===== src/rtl/ped_crossing_ctrl.sv =====
// -----------------------------------------------------------------------------
// ped_crossing_ctrl
//
// Pedestrian-side controller for the crossing request/grant handshake with the
// traffic-light state machine. It synchronizes and debounces the raw push
// button, raises and holds pedToggle until the traffic-light machine grants the
// pedestrian phase with a fresh rising edge on pedLight, then sequences the
// signal head: steady WALK, flashing DON'T WALK with a countdown, and back to
// steady DON'T WALK.
//
// Parameters:
//   DEBOUNCE_CYCLES  stable synchronized samples needed to accept a button
//                    level change (1..15)
//   WALK_CYCLES      clock cycles of steady WALK (1..16)
//   FLASH_CYCLES     clock cycles of flashing DON'T WALK (1..16)
//
// Ports:
//   clk        in   single clock, rising edge
//   reset      in   asynchronous, active-high reset
//   button     in   raw, asynchronous, bouncing push-button (1 = pressed)
//   pedLight   in   grant from the traffic-light machine, asynchronous
//   pedToggle  out  crossing request, held until granted
//   walk       out  WALK lamp
//   dontWalk   out  DON'T WALK lamp
//   waitLamp   out  "request registered" indicator on the button housing
//   countdown  out  remaining flash cycles, 0 outside FLASH
// -----------------------------------------------------------------------------
module ped_crossing_ctrl #(
  parameter int unsigned DEBOUNCE_CYCLES = 4,
  parameter int unsigned WALK_CYCLES     = 8,
  parameter int unsigned FLASH_CYCLES    = 6
) (
  input  logic       clk,
  input  logic       reset,
  input  logic       button,
  input  logic       pedLight,
  output logic       pedToggle,
  output logic       walk,
  output logic       dontWalk,
  output logic       waitLamp,
  output logic [3:0] countdown
);

  // Terminal values of the 4-bit counters. The debounce counter accepts the
  // new level on the cycle it would have reached DEBOUNCE_CYCLES.
  localparam logic [3:0] DEB_LAST   = 4'(DEBOUNCE_CYCLES - 1);
  localparam logic [3:0] WALK_LAST  = 4'(WALK_CYCLES - 1);
  localparam logic [3:0] FLASH_LAST = 4'(FLASH_CYCLES - 1);

  typedef enum logic [1:0] {
    ST_IDLE  = 2'd0,
    ST_REQ   = 2'd1,
    ST_WALK  = 2'd2,
    ST_FLASH = 2'd3
  } state_t;

  // ---------------------------------------------------------------------------
  // Input synchronizers
  // ---------------------------------------------------------------------------
  logic btn_meta_q;
  logic btn_s_q;
  logic ped_meta_q;
  logic ped_s_q;
  logic ped_prev_q;
  logic ped_rise;

  always_ff @(posedge clk or posedge reset) begin
    if (reset) begin
      btn_meta_q <= 1'b0;
      btn_s_q    <= 1'b0;
      ped_meta_q <= 1'b0;
      ped_s_q    <= 1'b0;
      ped_prev_q <= 1'b0;
    end else begin
      btn_meta_q <= button;
      btn_s_q    <= btn_meta_q;
      ped_meta_q <= pedLight;
      ped_s_q    <= ped_meta_q;
      ped_prev_q <= ped_s_q;
    end
  end

  // Only a fresh edge grants; a level already high when REQ is entered does not.
  assign ped_rise = ped_s_q & ~ped_prev_q;

  // ---------------------------------------------------------------------------
  // Debouncer
  // ---------------------------------------------------------------------------
  logic       deb_level_q;
  logic       deb_level_d;
  logic       deb_prev_q;
  logic [3:0] deb_cnt_q;
  logic [3:0] deb_cnt_d;
  logic       press;

  always_comb begin
    deb_level_d = deb_level_q;
    deb_cnt_d   = 4'd0;
    if (btn_s_q != deb_level_q) begin
      if (deb_cnt_q == DEB_LAST) begin
        deb_level_d = btn_s_q;
        deb_cnt_d   = 4'd0;
      end else begin
        deb_cnt_d = deb_cnt_q + 4'd1;
      end
    end
  end

  always_ff @(posedge clk or posedge reset) begin
    if (reset) begin
      deb_level_q <= 1'b0;
      deb_prev_q  <= 1'b0;
      deb_cnt_q   <= 4'd0;
    end else begin
      deb_level_q <= deb_level_d;
      deb_prev_q  <= deb_level_q;
      deb_cnt_q   <= deb_cnt_d;
    end
  end

  // One-cycle pulse in the cycle right after the debounced level goes high.
  assign press = deb_level_q & ~deb_prev_q;

  // ---------------------------------------------------------------------------
  // Crossing FSM, phase timers and pending flag
  // ---------------------------------------------------------------------------
  state_t     state_q;
  state_t     state_d;
  logic [3:0] walk_tmr_q;
  logic [3:0] walk_tmr_d;
  logic [3:0] cd_q;
  logic [3:0] cd_d;
  logic       pending_q;
  logic       pending_d;

  always_ff @(posedge clk or posedge reset) begin
    if (reset) begin
      state_q    <= ST_IDLE;
      walk_tmr_q <= 4'd0;
      cd_q       <= 4'd0;
      pending_q  <= 1'b0;
    end else begin
      state_q    <= state_d;
      walk_tmr_q <= walk_tmr_d;
      cd_q       <= cd_d;
      pending_q  <= pending_d;
    end
  end

  always_comb begin
    state_d    = state_q;
    walk_tmr_d = walk_tmr_q;
    cd_d       = 4'd0;          // countdown is held at 0 outside FLASH
    pending_d  = pending_q;

    case (state_q)
      ST_IDLE: begin
        if (press || pending_q) begin
          state_d   = ST_REQ;
          pending_d = 1'b0;
        end
      end

      ST_REQ: begin
        // A press here is already covered by the outstanding request.
        if (ped_rise) begin
          state_d    = ST_WALK;
          walk_tmr_d = WALK_LAST;
        end
      end

      ST_WALK: begin
        if (press) begin
          pending_d = 1'b1;
        end
        if (walk_tmr_q == 4'd0) begin
          state_d = ST_FLASH;
          cd_d    = FLASH_LAST;
        end else begin
          walk_tmr_d = walk_tmr_q - 4'd1;
        end
      end

      ST_FLASH: begin
        if (press) begin
          pending_d = 1'b1;
        end
        if (cd_q == 4'd0) begin
          state_d = ST_IDLE;
        end else begin
          cd_d = cd_q - 4'd1;
        end
      end

      default: begin
        state_d = ST_IDLE;
      end
    endcase
  end

  // Moore output decode from registered state.
  always_comb begin
    pedToggle = 1'b0;
    walk      = 1'b0;
    dontWalk  = 1'b1;
    waitLamp  = pending_q;
    case (state_q)
      ST_REQ: begin
        pedToggle = 1'b1;
        waitLamp  = 1'b1;
      end
      ST_WALK: begin
        walk     = 1'b1;
        dontWalk = 1'b0;
      end
      ST_FLASH: begin
        // Odd counts lit, even counts dark: gives the flashing head.
        dontWalk = cd_q[0];
      end
      default: begin
      end
    endcase
  end

  assign countdown = cd_q;

endmodule


===== config.mk =====
export PLATFORM = sky130hd
export DESIGN_NAME = ped_crossing_ctrl
export DESIGN_NICKNAME = d
export VERILOG_FILES = /design/src/rtl/ped_crossing_ctrl.sv
export SDC_FILE = /design/constraint.sdc
export NUM_CORES = 1
export LEC_CHECK = 0
export ABC_CLOCK_PERIOD_IN_PS = 1700
export CORE_MARGIN = 2
export CORE_UTILIZATION = 48
export CTS_CLUSTER_DIAMETER = 100
export DETAILED_ROUTE_END_ITERATION = 16
export HOLD_SLACK_MARGIN = 0.1
export PLACE_DENSITY = 0.77
export SYNTH_ARGS = -nofsm -noshare
export SYNTH_HDL_FRONTEND = slang
export SYNTH_SLANG_ARGS = --single-unit

===== constraint.sdc =====
create_clock -name clk -period 1.7 [get_ports clk]
set_clock_uncertainty 0.1 [all_clocks]
set_input_delay 0.425 -clock clk [delete_from_list [all_inputs] [get_ports clk]]
set_output_delay 0.425 -clock clk [all_outputs]
set_load 0.03 [all_outputs]

## Yosys cells after proc, flatten, opt, wreduce, memory -nomap -nowiden

Cells that the tools add are included.

| storage, ports and cells | value |
|---|---|
| memories kept | 0 |
| bits in latches | 0 |
| memory bits (read-only) | 0 |
| input port bits | 4 |
| output and inout port bits | 8 |
| flip-flop bits (word level) | 22 |
| bits in writable memories | 0 |

| operators by class | value |
|---|---|
| muxes and demuxes | 20 |
| bitwise gates (word level) | 4 |
| reduce and logical (&&, ||, !) cells | 11 |
| equality and inequality tests | 11 |
| order comparisons | 0 |
| multiply operators | 0 |
| shifts and indexed selects | 0 |
| $add $sub $neg | 3 |
| div/mod/pow operators | 0 |

Operator list:

| operator | count |
|---|---|
| 4-bit two-way mux | 5 |
| 4-bit one-hot mux with 2 select lines | 2 |
| 2-bit != test, second input constant | 5 |
| 4-bit zero test | 2 |
| 2-bit two-way mux | 4 |
| 2-bit one-hot mux with 4 select lines | 1 |
| 4-bit by 1-bit subtractor with 4-bit output, second input constant | 2 |
| 3-bit AND reduction | 2 |
| 1-bit two-way mux | 5 |
| 4-bit by 1-bit adder with 4-bit output, second input constant | 1 |
| 2-bit equality test, second input constant | 2 |
| 4-bit by 2-bit equality test with 1-bit output, second input constant | 1 |
| 1-bit one-hot mux with 2 select lines | 2 |
| 4-bit AND reduction | 1 |
| 2-bit nonzero test | 2 |
| 3-bit two-way mux | 1 |
| 1-bit AND | 2 |
| 2-bit by 1-bit equality test with 1-bit output, second input constant | 1 |
| 2-bit zero test | 1 |
| 2-bit by 1-bit != test with 1-bit output, second input constant | 1 |
| 1-bit NOT | 2 |
| 2-bit AND reduction | 1 |
| 2-bit OR reduction | 1 |
| 1-bit logical OR | 1 |
| 1-bit != test | 1 |

## Logic depth before layout (Yosys ltp)

| logic depth | value |
|---|---|
| word-level depth | 5 |
| depth in mapped cells | 7 |
| gate-level depth less buffers | 6 |

## Least setup slack after synthesis

No wires, ideal clock.

| path | value |
|---|---|
| path type | reg2reg |
| from | register cd_q[0], in the netlist countdown[0] |
| to | register state_q[1] |
| required time | 1.475 ns |
| setup slack | -0.314 ns |
| setup time | 0.125 ns |
| path buffers | 0 |
| stages on the path, launching flop included | 7 |
| arrival time | 1.789 ns |
| cells stage by stage | dfrtp_1 -> inv_1 -> ha_1 -> or3b_1 -> a222oi_1 -> nand2_1 -> mux2_4 |

| between the ends | value |
|---|---|
| cells in the longest elaborated chain, start to end | 3 |

Ends and longest elaborated chain:

| item | line | text |
|---|---|---|
| start, declared | 131 | `logic [3:0] cd_q;` |
| start signal, assigned | 140 | `cd_q <= 4'd0;` |
| start signal, assigned | 145 | `cd_q <= cd_d;` |
| 4-bit zero test | 188 | `if (cd_q == 4'd0) begin` |
| 2-bit != test (no source line) | - |  |
| 4-bit AND reduction (no source line) | - |  |
| end signal, assigned | 143 | `state_q <= state_d;` |
| end, declared | 127 | `state_t state_q;` |

Every way passes these cells.
A chain may end at the register's enable or synchronous reset.

## Worst setup path after layout

| path | value |
|---|---|
| from | register state_q[0] |
| to | output port dontWalk |

| between the ends | value |
|---|---|
| cells in the longest elaborated chain, start to end | 2 |

Ends and longest elaborated chain:

| item | line | text |
|---|---|---|
| 2-bit equality test | 207 | `case (state_q)` |
| 1-bit one-hot mux with 2 select lines * | 207 |  |
| end, declared | 39 | `output logic dontWalk,` |

Every way passes the cells marked *; elsewhere a longest branch is shown, timed or not.

==> summary.md <==
| Metric | Value |
|---|---|
| Area after DPL | 1380 um2 |
| Layout net count | around 160 |
| Max Clk Rate | 0.488 GHz |
| # H-tree levels | 1 |
| Num ports | 12 |
| Die Ht | 50.6 um |
| Min setup slack post-route | -0.350 ns |
| Worst path bufs/invs | 4 |
| Leakage | 0.741 nW |
| Peak supply drop | between 1 and 1.5 mV |
| GP Congestion | 0.853 |
| Drc violations | 0 |
| Worst setup EP type | output pin |
| Cts bufs inserted | 3 |
| Port Buf Inserts | 11 |
| Ant. Diodes | 0 |
| CP most frequent cell | buf_6 |
| Worst hold endpoint | ped_s_q$_DFF_PP0_ |
| Hold_sp | ped_meta_q$_DFF_PP0_ |
| Area Overhead vs Synth | 49.0% |
| Setup TNS | -1.70 ns |
| Final Instance Area | 1560 um2 |
| Wirelength per Cell | 13.6 um |
| R2r worst-path depth | 6 |
| CTS Root Cell | clkbuf_4 |
| Ranking of synthesized cells by area | dfrtp_1, ha_1, a21oi_1, nand2_1, nor2_1 |
| Clock Sinks | 22 |
| CTS tree | yes |
| DRT antenna net count | 0 |
| Dominant cell by count in the synthesized netlist | dfrtp_1 |
| Dominant synthesized flop cell | dfrtp_1 |
| PD cells | about 2000 nW/um2 |
| Worst Hold Class | reg -> reg |
| Worst Setup Start Kind | register |
| Syn_area_per_cell | about 11 um2 |
| Hold Path Cell Cnt | 0 |
| Vias | 870 |
| R2R Setup Slk | -0.34 ns |
| Slowest CP cell | dfrtp_1 |
| Hold Fails Final Rpt | 0 |
| Yosys top cell by area | dfrtp_1 |
| Async SR Flop Fraction | 100% |
| Worst-path clk slew | 0.12 ns |
| Max-slew violations | 0 |
| Xor/xnor share of the synthesized area | under 10% |
| Final HPWL DP | around 1500 um |
| Setup-failing EPs final | 6 |
| Share of layout cells above drive strength 1 | a little under half |
| Vias in the first global route | 869 |
| Max-slew headroom | 72.1% |
| Final min period | 2.05 ns |
| Worst flop-to-flop path endpoint | state_q[1]$_DFFE_PP0P_ |
| Seq/Total Area, Yosys | 52.8% |
| Worst-path fanout max | 3 |
| Critical path arrival | 1.52 ns |
| Pre-CTS setup slack | -0.262 ns |
| All-Layer GR Usage | 20.4% |
| Final wirelength | roughly 2300 um |
| Crit path kind | reg -> out |
| Core area | 2000 um2 |
| Synthesized flop and latch total | 22 |
| Overflow left after global routing | 0 |
| Largest net degree at the start of global routing | 23 |
| Failing checks | setup timing |
| First-pass GRT wire length | 3850 um |
| Maxcap violations | 0 |
| Mux cell area share after synthesis | 3.60% |
| 1st-iter DRT viols | 22 |
| Rows | 16 |
| Power, Total | about 3.1 mW |
| Hold_buf cts | 0 |
| Routed vias/inst | slightly above 5 |
| Syn Std Cell Area | ~1000 um2 |
| Reg2Reg Launch Point | countdown[0]$_DFF_PP0_ |
| TritonRoute pass-1 iters | 4 |
| Worst EP required | approximately 1.2 ns |
| Mapped Cells | 95 |
| Initial antenna violation count | 0 |
| Status | finished with violations |
| Warning count from the yosys run | 0 |
| Full die area | about 2600 um2 |
| Clock Tree Buf Depth | 2 |
| Compound-gate portion of the synthesized area | 10.6% |
| Crit path max-delay family | flip-flops |
| Initial Util | approximately 52% |
| Clk_lat worst skew | 0.32 ns |
| Adder-cell share of the synthesized area | 10.8% |
| Combinational family with the most area after synthesis | simple AND/OR/NAND/NOR gates |
| Area share of and/or/nand/nor cells after synthesis | between 10% and 20% |
| Slew @ Worst Pin | 0.418 ns |
| Critical path, cell by cell | buf_6, inv_4, buf_6, ha_4, nor2_4, a21o_2, buf_6 |
| Post-synth top cells | dfrtp_1, ha_1, nand2_1, nor2_1, inv_1 |
| Die width | 50.6 um |
| Unrepaired setup endpoints after global routing | true |
| Slowest stage delay, CP | 0.41 ns |
| Final core occ | ~78% |
| Distinct cells, synth | 29 |
| Number of enable flip-flop cells after synthesis | 0 |
| Period utilisation layout | 121% |
| Area share of the largest cell type after synthesis | 52.8% |
| Post-Syn Nets | 108 |
layout make-up:
| cell class | count | area (um2) |
|---|---|---|
| inverters | 7 | 28.8 |
| flip-flops and latches | 22 | 553 |
| clock buffers | 3 | 22.5 |
| well taps | 27 | 33.8 |
| clock inverters | 1 | 30.0 |
| multi-input cells | 65 | 518 |
| fillers | 133 | 447 |
| repair buffers | 44 | 369 |
per-layer routing:
layer	share of wire, %	vias up	global-route usage (%)
li1	-	424	-
met1	45	421	25.6
met2	50	20	34.4
met3	3.6	5	3.87
met4	1.8	0	8.11
met5	0	-	0
worst max-delay path by stage:
stage	startpoint	endpoint	slack [ns]	cells past startpoint
final	state_q[0]$_DFFE_PP0P_	dontWalk	-0.35	7
after global routing	countdown[1]$_DFF_PP0_	state_q[1]$_DFFE_PP0P_	-0.45	6
after global placement	state_q[1]$_DFFE_PP0P_	waitLamp	-0.21	4
after detailed placement	countdown[0]$_DFF_PP0_	state_q[1]$_DFFE_PP0P_	-0.26	6
after CTS	state_q[0]$_DFFE_PP0P_	dontWalk	-0.35	7
after floorplan	countdown[0]$_DFF_PP0_	state_q[1]$_DFFE_PP0P_	-0.25	6
per-stage QoR:
stage / instances / hold slack [ns]
6_report: 169 / 0.260
3_5_place_dp: 157 / 0.235
2_1_floorplan: 95 / 0.231
5_1_grt: 169 / 0.275
3_3_place_gp: 157 / 0.235
4_1_cts: 166 / 0.263
sequential cells by signal, summed over array words and instances, names as in the netlist:
signal	count
countdown	4
deb_cnt_q	4
walk_tmr_q	4
state_q	2
btn_meta_q	1
btn_s_q	1
deb_level_q	1
deb_prev_q	1
ped_meta_q	1
ped_prev_q	1
ped_s_q	1
pending_q	1
worst reg2reg max path: stages (launching register included):
cell and delay [ns]:
dfrtp_2 0.43, inv_2 0.06, ha_1 0.12, or3b_4 0.37, a222oi_1 0.34, nand2_1 0.19, mux2_4 0.33
layout by cell type (no fill, tap or decap), types with 2 or more instances in the layout:
cell             count
buf_4               26
dfrtp_1             20
buf_6               10
nand2_1              8
nor2_1               7
ha_1                 5
nand2b_1             4
a21oi_1              4
inv_2                4
buf_2                4
xnor2_1              3
o21ai_0              3
ha_2                 3
clkbuf_4             3
clkdlybuf4s50_1      3
mux2_4               2
a21oi_2              2
a22o_1               2
nand3b_1             2
inv_1                2
nor2b_1              2
nor3_1               2
dfrtp_2              2
repair_timing:
| action | 4_1_cts | 5_1_grt |
|---|---|---|
| resized for setup | 30 | 19 |
| pin swaps | 5 | 3 |
| endpoints found under the setup margin | 13 | 12 |
| setup buffers | 5 | 4 |
report_power, final:
group          leakage (nW)  internal (mW)  switching, mW
clock                0.0279          0.239          0.165
sequential            0.267          0.670          0.102
combinational         0.446           1.04          0.905
total                 0.741           1.95           1.17
cells by family (layout without fill, tap and decap cells):
logic type,Yosys count,count (layout)
xor gates and xnor gates,4,4
AOI/OAI and AO/OA,17,17
adders and majority gates,9,9
and+or+nand+nor,32,32
muxes,3,3
buffers and inverters,8,55
DFF,22,22
No activity file was read; power rests on OpenSTA's default activity.
